==> src/rtl/multicycle_control_fsm.sv <==
// Multi-cycle RV32I main control: sequences FETCH/DECODE/EXEC/MEM/WB, decodes per-state datapath
// strobes, bounds memory waits with a timeout and counts retired instructions.
module multicycle_control_fsm #(
  parameter int unsigned ALUOP_W   = 2,
  parameter int unsigned TMO_W     = 4,
  parameter int unsigned MEM_TMO   = 15,
  parameter int unsigned RET_W     = 32,
  parameter bit          TRAP_HALT = 1'b1
) (
  input  logic               clk,
  input  logic               rst_n,
  input  logic               run,
  input  logic [6:0]         opcode,
  input  logic               mem_ready,
  output logic               mem_req,
  output logic               pc_write,
  output logic               ir_write,
  output logic               branch,
  output logic               jump,
  output logic               memread,
  output logic               memwrite,
  output logic               memtoreg,
  output logic               alusrc,
  output logic [ALUOP_W-1:0] aluop,
  output logic               regwrite,
  output logic               illegal,
  output logic [2:0]         state,
  output logic [RET_W-1:0]   retired
);

  typedef enum logic [2:0] {
    StFetch  = 3'd0,
    StDecode = 3'd1,
    StExec   = 3'd2,
    StMem    = 3'd3,
    StWb     = 3'd4,
    StTrap   = 3'd5
  } state_e;

  typedef enum logic [2:0] {ClsR, ClsLd, ClsSt, ClsB, ClsImm, ClsJalr, ClsJal} cls_e;

  state_e             state_q, state_d;
  cls_e               cls_q, cls_d;
  logic [TMO_W-1:0]   tmo_q, tmo_d;
  logic               illegal_q, illegal_d;
  logic [RET_W-1:0]   ret_q, ret_d;
  logic               fbusy_q, fbusy_d;
  logic               fetch_act;
  logic               tmo_hit;
  logic [1:0]         aluop_c;

  // Once a fetch has started it stays requested until the memory answers, even if run drops.
  assign fetch_act = run | fbusy_q;
  assign tmo_hit   = (tmo_q == TMO_W'(MEM_TMO - 1));

  always_comb begin
    state_d   = state_q;
    cls_d     = cls_q;
    tmo_d     = tmo_q;
    illegal_d = illegal_q;
    ret_d     = ret_q;
    fbusy_d   = fbusy_q;
    unique case (state_q)
      StFetch: begin
        if (fetch_act) begin
          if (mem_ready) begin
            state_d = StDecode;
            fbusy_d = 1'b0;
          end else if (tmo_hit) begin
            state_d   = StTrap;
            illegal_d = 1'b1;
            fbusy_d   = 1'b0;
          end else begin
            tmo_d   = tmo_q + TMO_W'(1);
            fbusy_d = 1'b1;
          end
        end
      end
      StDecode: begin
        state_d = StExec;
        case (opcode)
          7'b0110011: cls_d = ClsR;
          7'b0000011: cls_d = ClsLd;
          7'b0100011: cls_d = ClsSt;
          7'b1100011: cls_d = ClsB;
          7'b0010011: cls_d = ClsImm;
          7'b1100111: cls_d = ClsJalr;
          7'b1101111: cls_d = ClsJal;
          default: begin
            state_d   = StTrap;
            illegal_d = 1'b1;
          end
        endcase
      end
      StExec: begin
        if (cls_q == ClsB) begin
          state_d = StFetch;
          ret_d   = ret_q + RET_W'(1);
        end else if (cls_q == ClsLd || cls_q == ClsSt) begin
          state_d = StMem;
        end else begin
          state_d = StWb;
        end
      end
      StMem: begin
        if (mem_ready) begin
          if (cls_q == ClsSt) begin
            state_d = StFetch;
            ret_d   = ret_q + RET_W'(1);
          end else begin
            state_d = StWb;
          end
        end else if (tmo_hit) begin
          state_d   = StTrap;
          illegal_d = 1'b1;
        end else begin
          tmo_d = tmo_q + TMO_W'(1);
        end
      end
      StWb: begin
        state_d = StFetch;
        ret_d   = ret_q + RET_W'(1);
      end
      StTrap: begin
        if (!TRAP_HALT) state_d = StFetch;
      end
      default: state_d = StTrap;
    endcase
    // Every state change is an entry into a fresh wait window.
    if (state_d != state_q) tmo_d = '0;
  end

  always_ff @(posedge clk or negedge rst_n) begin
    if (!rst_n) begin
      state_q   <= StFetch;
      cls_q     <= ClsR;
      tmo_q     <= '0;
      illegal_q <= 1'b0;
      ret_q     <= '0;
      fbusy_q   <= 1'b0;
    end else begin
      state_q   <= state_d;
      cls_q     <= cls_d;
      tmo_q     <= tmo_d;
      illegal_q <= illegal_d;
      ret_q     <= ret_d;
      fbusy_q   <= fbusy_d;
    end
  end

  always_comb begin
    mem_req  = 1'b0;
    pc_write = 1'b0;
    ir_write = 1'b0;
    branch   = 1'b0;
    jump     = 1'b0;
    memread  = 1'b0;
    memwrite = 1'b0;
    memtoreg = 1'b0;
    alusrc   = 1'b0;
    aluop_c  = 2'b00;
    regwrite = 1'b0;
    unique case (state_q)
      StFetch: begin
        mem_req  = fetch_act;
        memread  = fetch_act;
        ir_write = fetch_act & mem_ready;
        pc_write = fetch_act & mem_ready;
      end
      StExec: begin
        unique case (cls_q)
          ClsR:   aluop_c = 2'b10;
          ClsImm: begin aluop_c = 2'b10; alusrc = 1'b1; end
          ClsLd, ClsSt: alusrc = 1'b1;
          ClsB:   begin aluop_c = 2'b01; branch = 1'b1; end
          ClsJal: begin aluop_c = 2'b11; jump = 1'b1; memtoreg = 1'b1; end
          ClsJalr: begin
            aluop_c  = 2'b11;
            jump     = 1'b1;
            memtoreg = 1'b1;
            alusrc   = 1'b1;
          end
          default: aluop_c = 2'b00;
        endcase
      end
      StMem: begin
        mem_req  = 1'b1;
        memread  = (cls_q == ClsLd);
        memwrite = (cls_q == ClsSt);
      end
      StWb: begin
        regwrite = 1'b1;
        memtoreg = (cls_q == ClsLd) || (cls_q == ClsJal) || (cls_q == ClsJalr);
      end
      default: mem_req = 1'b0;
    endcase
  end

  assign aluop   = ALUOP_W'(aluop_c);
  assign illegal = illegal_q;
  assign state   = state_q;
  assign retired = ret_q;

endmodule
==> config.mk <==
export PLATFORM = sky130hd
export DESIGN_NAME = multicycle_control_fsm
export DESIGN_NICKNAME = d
export VERILOG_FILES = /design/src/rtl/multicycle_control_fsm.sv
export SDC_FILE = /design/constraint.sdc
export NUM_CORES = 1
export LEC_CHECK = 0
export ABC_CLOCK_PERIOD_IN_PS = 2850
export BUFFER_PORTS_ARGS = -buffer_cell sky130_fd_sc_hd__buf_4
export CAP_MARGIN = 10
export CORE_AREA = 2 2 74 76
export DETAILED_ROUTE_END_ITERATION = 6
export DIE_AREA = 0 0 76 78
export PLACE_DENSITY = 0.73
export SLEW_MARGIN = 5
export SYNTH_ARGS = -nofsm -noshare
export SYNTH_HDL_FRONTEND = slang
export SYNTH_SLANG_ARGS = --single-unit
==> constraint.sdc <==
create_clock -name clk -period 2.85 [get_ports clk]
set_clock_uncertainty 0.1 [all_clocks]
set_input_delay 0.57 -clock clk [delete_from_list [all_inputs] [get_ports clk]]
set_output_delay 0.57 -clock clk [all_outputs]
set_load 0.05 [all_outputs]
==> flow_summary_export.csv, run 1 <==
group,metric,value,unit
layout,drive_above_1_share,28.0,%
sta,rsz0062_at_grt,"no",
hold_path,hp-class,"input port to async pin",
drt,drc,0,
synth,netlist_top_cells_count,"44 x dfrtp_1, 28 x xnor2_1, 22 x nand2_1, 20 x nor2_1, 13 x nand3_1",
layout,diodes,0,
floorplan,std_cell_rows,26,
clock_tree,path_clk_slew,80,ps
setup_path,end_kind,"output port",
setup_path,critical_path_required,2180,ps
drt,dr.pass1.iters,4,
floorplan,start_util,49.8,%
setup_path,crit_fanout,11,
global_routing,grt-ovfl-total,0,
synth,yosysTopAreaCellShare,43.9,%
pwr,swShare,44.2,%
placement,gp_congestion,0.888,
drt,drt_iter0_drc,87,
floorplan,die_area,5930,um2
synth,synth_area_leaders,"dfrtp_1 44%, xnor2_1 9.8%, nand2_1 3.3%",
pwr,power_switching,951,uW
pwr,pwr-share-seq,38.7,%
pwr,combPwrFrac,42.7,%
global_routing,grt_use_total,19.5,%
clock_tree,cts_tree,"done",
setup_path,critPathArrivalTime,1830,ps
sta,slew_headroom,63.7,%
sta,period_share,87.7,%
sta,fmax,400,MHz
synth,synth.cell_area,2510,um2
pwr,cellInternalPower,1.20,mW
drt,via_per_inst,5.48,
floorplan,ios,59,
clock_tree,numCtsBuffers,5,
layout,final_cells,381,
synth,syn_avg_cell_area,9.88,um2
synth,ys_types,55,
synth,synth-warning-count,0,
synth,synth_most_common_cell,"dfrtp_1",
synth,ys.flop_type,"dfrtp_1",
sta,setup_viol,0,
drt,ant_nets,0,
sta,drv_slew,0,
pwr,p_leak,1.38,nW
outcome,status,"completed",
setup_path,critPathLaunchType,"register",
drt,wl_met1,2400,um
pwr,ir_worst_vdd,0.408,mV
sta,min_period,2500,ps
clock_tree,clock_latency,290,ps
pwr,clkPwrFrac,18.6,%
sta,final-hold-violation-count,0,
synth,synth_fp_nets,268,
placement,dpl.hpwl,4090,um
synth,synth-edff-count,0,
clock_tree,clockRootBuffer,"clkbuf_8",
synth,ys_ff_latch,44,
flow_run,maxCapViolCount,0,
drt,highest_layer,"met4",
synth,synth-seq-area-share,43.9,%
global_routing,grt_pass1_vias,1996,
drt,vias,2089,
global_routing,antenna_found_initial,0,
layout,fin_nets,324,
sta,fin_setup_tns,0,ps
clock_tree,clockBufferDepth,2,
floorplan,die_h,78,um
placement,dp.cells,373,
drt,wl_per_cell,14.3,um
global_routing,grt_max_degree,45,
floorplan,fp.coreArea,5040,um2
floorplan,fp.dieW,76,um
clock_tree,clock_sinks,44,
setup_path,reg2regPathDepth,5,
drt,dr_wl_met2,2690,um
sta,tightest_slew,545,ps
placement,portBuffers,58,
clock_tree,h-tree-depth,2,
drt,met3_length,265,um
placement,dpl_cell_area,2980,um2
clock_tree,cts_resized,0,
layout,final_area,3080,um2
synth,async_flop_share,100,%
drt,wirelength,5450,um
setup_path,critical_path_class,"register to output port",
layout,area_growth,22.6,%
clock_tree,post_cts_buffers,0,
synth,yosysTopAreaCell,"dfrtp_1",
synth,synthCells,254,
global_routing,grt_pass1_wl,9360,um
clock_tree,cts_hold_buf,0,
layout,utilization,61.0,%
pwr,p_per_area,700,nW/um2
## critical path, stage by stage (launching register included)
cell      delay (ps)
dfrtp_1          530
nor3_1           360
nand2_1          200
a211oi_2         220
buf_4            230
## kinds of logic after synthesis
kind of cell               after synthesis  share of synthesized area [%]
and+or+nand+nor                        108                           23.1
DFF                                     44                           43.9
AOI/OAI and AO/OA                       42                           13.9
xor gates and xnor gates                36                           12.6
buffers and inverters                   18                           3.79
muxes                                    3                           1.25
adders and majority gates                3                           1.50
## registers in the layout (all words and copies together) (netlist names)
signal,cells
cls_q,3
fbusy_q,1
illegal,1
retired,32
state,3
tmo_q,4
## power by group through the flow
| stage | Clock (mW) | Combinational (mW) | Sequential, mW |
|---|---|---|---|
| after floorplan | 0 | 0.504 | 1.01 |
| after global placement | 0 | 0.909 | 0.841 |
| after detailed placement | 0 | 0.924 | 0.845 |
| after CTS | 0.410 | 0.928 | 0.831 |
| after global routing | 0.437 | 0.987 | 0.851 |
| final | 0.401 | 0.919 | 0.832 |
## final cells by class
type	count	area (um2)
Fill cell	476	1970
Sequential cell	44	1100
Inverter	8	30.0
Multi-Input combinational cell	192	1320
Clock buffer	6	82.6
Tap cell	70	87.6
Timing Repair Buffer	59	443
Clock inverter	2	10.0
## per-layer routing
| layer | up-vias | track usage, % |
|---|---|---|
| met5 | - | 0 |
| met4 | 0 | 6.91 |
| met3 | 8 | 3.72 |
| met2 | 55 | 33.3 |
| met1 | 1022 | 24.9 |
| li1 | 1004 | - |
## placed cells by master (no fill, tap or decap), types with 3 or more instances in the layout
| master | synthesis | final |
|---|---|---|
| ha_1 | 3 | 3 |
| o21ai_0 | 9 | 9 |
| clkbuf_8 | 0 | 6 |
| nand3_1 | 13 | 13 |
| dfrtp_1 | 44 | 44 |
| a211oi_2 | 1 | 3 |
| xor2_1 | 8 | 8 |
| and2_1 | 4 | 4 |
| xnor2_1 | 28 | 28 |
| nor2b_1 | 4 | 4 |
| nor2_1 | 20 | 20 |
| a32oi_1 | 3 | 3 |
| and3_1 | 12 | 12 |
| nor3_1 | 6 | 6 |
| a21oi_1 | 5 | 5 |
| nand4_1 | 12 | 12 |
| inv_1 | 8 | 8 |
| buf_4 | 2 | 59 |
| nand2_1 | 22 | 22 |
## through the flow
stage	worst slack [ps]	power, mW	hold WS, ps
after global placement	659	1.75	363
after global routing	217	2.27	199
after floorplan	185	1.52	174
after CTS	346	2.17	178
final	349	2.15	156
after detailed placement	618	1.77	366
## final timing paths
kind / to / start / slack (ps)
min reg2reg: illegal$_DFFE_PN0P_ / illegal$_DFFE_PN0P_ / 380
max in group asynchronous: retired[25]$_DFFE_PN0P_ / rst_n / 2120
min: retired[16]$_DFFE_PN0P_ / rst_n / 160
min in group clk: illegal$_DFFE_PN0P_ / illegal$_DFFE_PN0P_ / 380
max reg2reg: retired[31]$_DFFE_PN0P_ / state[1]$_DFF_PN0_ / 670
max: memread / state[2]$_DFF_PN0_ / 350
(Power assumes the default switching activity.)
==> run 2, diff against run 1 <==
--- a/config.mk
+++ b/config.mk
@@ -12,6 +12,7 @@
 export DETAILED_ROUTE_END_ITERATION = 6
 export DIE_AREA = 0 0 76 78
 export PLACE_DENSITY = 0.73
+export RECOVER_POWER = 25
 export SLEW_MARGIN = 5
 export SYNTH_ARGS = -nofsm -noshare
 export SYNTH_HDL_FRONTEND = slang
==> flow_summary_export.csv, run 2 (synthesis gave the netlist of run 1 again) <==
group,metric,value,unit
clock_tree,post_cts_buffers,0,
drt,drc,0,
setup_path,crit_fanout,11,
clock_tree,clock_latency,290,ps
global_routing,grt_use_total,19.5,%
clock_tree,cts_tree,"done",
layout,final_cell_mix,"58 x buf_4, 44 x dfrtp_1, 28 x xnor2_1, 22 x nand2_1, 20 x nor2_1",
sta,tightest_slew,1060,ps
setup_path,end_kind,"output port",
floorplan,fp.coreArea,5040,um2
setup_path,crit_family,"simple AND/OR/NAND/NOR gates",
sta,fmax,400,MHz
layout,fin_nets,324,
layout,drive_above_1_share,28.0,%
layout,final_area,3070,um2
pwr,p_leak,1.38,nW
setup_path,crit_chain,"nor3_1, nand2_1, a211oi_2, buf_4",
sta,slew_headroom,29.1,%
drt,wl_per_cell,14.3,um
drt,via_per_inst,5.48,
global_routing,grt-ovfl-total,0,
sta,min_period,2500,ps
sta,fin_setup_tns,0,ps
flow_run,maxCapViolCount,0,
drt,wirelength,5450,um
sta,final-hold-violation-count,0,
setup_path,crit_buf_inv,1,
drt,dr.pass1.iters,4,
sta,rsz0062_at_grt,"no",
drt,vias,2089,
floorplan,die_h,78,um
clock_tree,cts_resized,0,
global_routing,grt_max_degree,45,
setup_path,critical_path_required,2180,ps
floorplan,std_cell_rows,26,
sta,timing.hold.ws,359,ps
hold_path,hp-class,"input port to async pin",
pwr,p_per_area,700,nW/um2
placement,dpl_cell_area,2980,um2
setup_path,max_stage_delay,530,ps
floorplan,start_util,49.8,%
setup_path,critical_path_class,"register to output port",
layout,diodes,0,
drt,drt_iter0_drc,87,
clock_tree,cts_hold_buf,0,
clock_tree,clock_sinks,44,
outcome,status,"completed",
placement,dpl.hpwl,4090,um
global_routing,grt_pass1_wl,9360,um
floorplan,die_area,5930,um2
drt,ant_nets,0,
sta,setup_viol,0,
clock_tree,clockRootBuffer,"clkbuf_8",
placement,gp_congestion,0.888,
floorplan,ios,59,
placement,portBuffers,58,
clock_tree,numCtsBuffers,5,
layout,largest_reg_flops,32,
layout,final_common_cell,"buf_4",
floorplan,fp.dieW,76,um
setup_path,critPathLaunchType,"register",
setup_path,critPathArrivalTime,1830,ps
sta,drv_slew,0,
layout,area_growth,22.5,%
clock_tree,path_clk_slew,80,ps
global_routing,antenna_found_initial,0,
pwr,ir_worst_vdd,0.408,mV
clock_tree,clockBufferDepth,2,
global_routing,grt_pass1_vias,1996,
setup_path,slowest_stage,"dfrtp_1",
clock_tree,h-tree-depth,2,
sta,period_share,87.7,%
==> run 2: cell types whose count changed in the layout (fill, tap and decap cells not counted) <==
cell / delta
buf_4: -1
clkbuf_2: +1
==> run 2: power by group <==
group	switching, mW	internal [mW]
logic	0.614	0.304
clock network	0.207	0.194
registers	0.129	0.703
total	0.951	1.20
==> run 2: layout make-up <==
cell class | count | area, um2
Fill cell | 475 | 1970
Multi-Input combinational cell | 192 | 1320
Sequential cell | 44 | 1100
Timing Repair Buffer | 59 | 440
Tap cell | 70 | 87.6
Clock buffer | 6 | 82.6
Inverter | 8 | 30.0
Clock inverter | 2 | 10.0
==> run 2: final timing paths <==
kind / startpoint / to / slack [ps] / depth (start not counted)
min in group clk: illegal$_DFFE_PN0P_ / illegal$_DFFE_PN0P_ / 380 / 1
min: rst_n / retired[16]$_DFFE_PN0P_ / 360 / 1
min reg2reg: illegal$_DFFE_PN0P_ / illegal$_DFFE_PN0P_ / 380 / 1
max: state[2]$_DFF_PN0_ / memread / 350 / 4
max in group asynchronous: rst_n / retired[25]$_DFFE_PN0P_ / 1640 / 1
max reg2reg: state[1]$_DFF_PN0_ / retired[31]$_DFFE_PN0P_ / 670 / 5
==> run 2: worst register-to-register path: stages, from the launching register on <==
cell     delay, ps
dfrtp_1        550
nor3b_2        480
a32oi_4        240
a21oi_4        370
nand4_1        160
xnor2_1        160
==> run 2: per-layer routing <==
layer	GRT usage (%)	wire (um)	share of wire (%)	vias up
met5	0	0	0	-
met4	6.91	93	1.7	0
met3	3.72	265	4.9	8
met2	33.3	2690	49	55
met1	24.9	2400	44	1022
li1	-	-	-	1004
==> run 2: stage by stage <==
| step | power (mW) | utilization (%) | std cells | worst slack (ps) |
|---|---|---|---|---|
| floorplan | 1.52 | - | 254 | 185 |
| global placement | 1.75 | 59.2 | 373 | 659 |
| detailed placement | 1.77 | 59.2 | 373 | 618 |
| CTS | 2.17 | 61.0 | 381 | 346 |
| global route | 2.27 | 61.0 | 381 | 217 |
| finish | 2.15 | 61.0 | 381 | 349 |
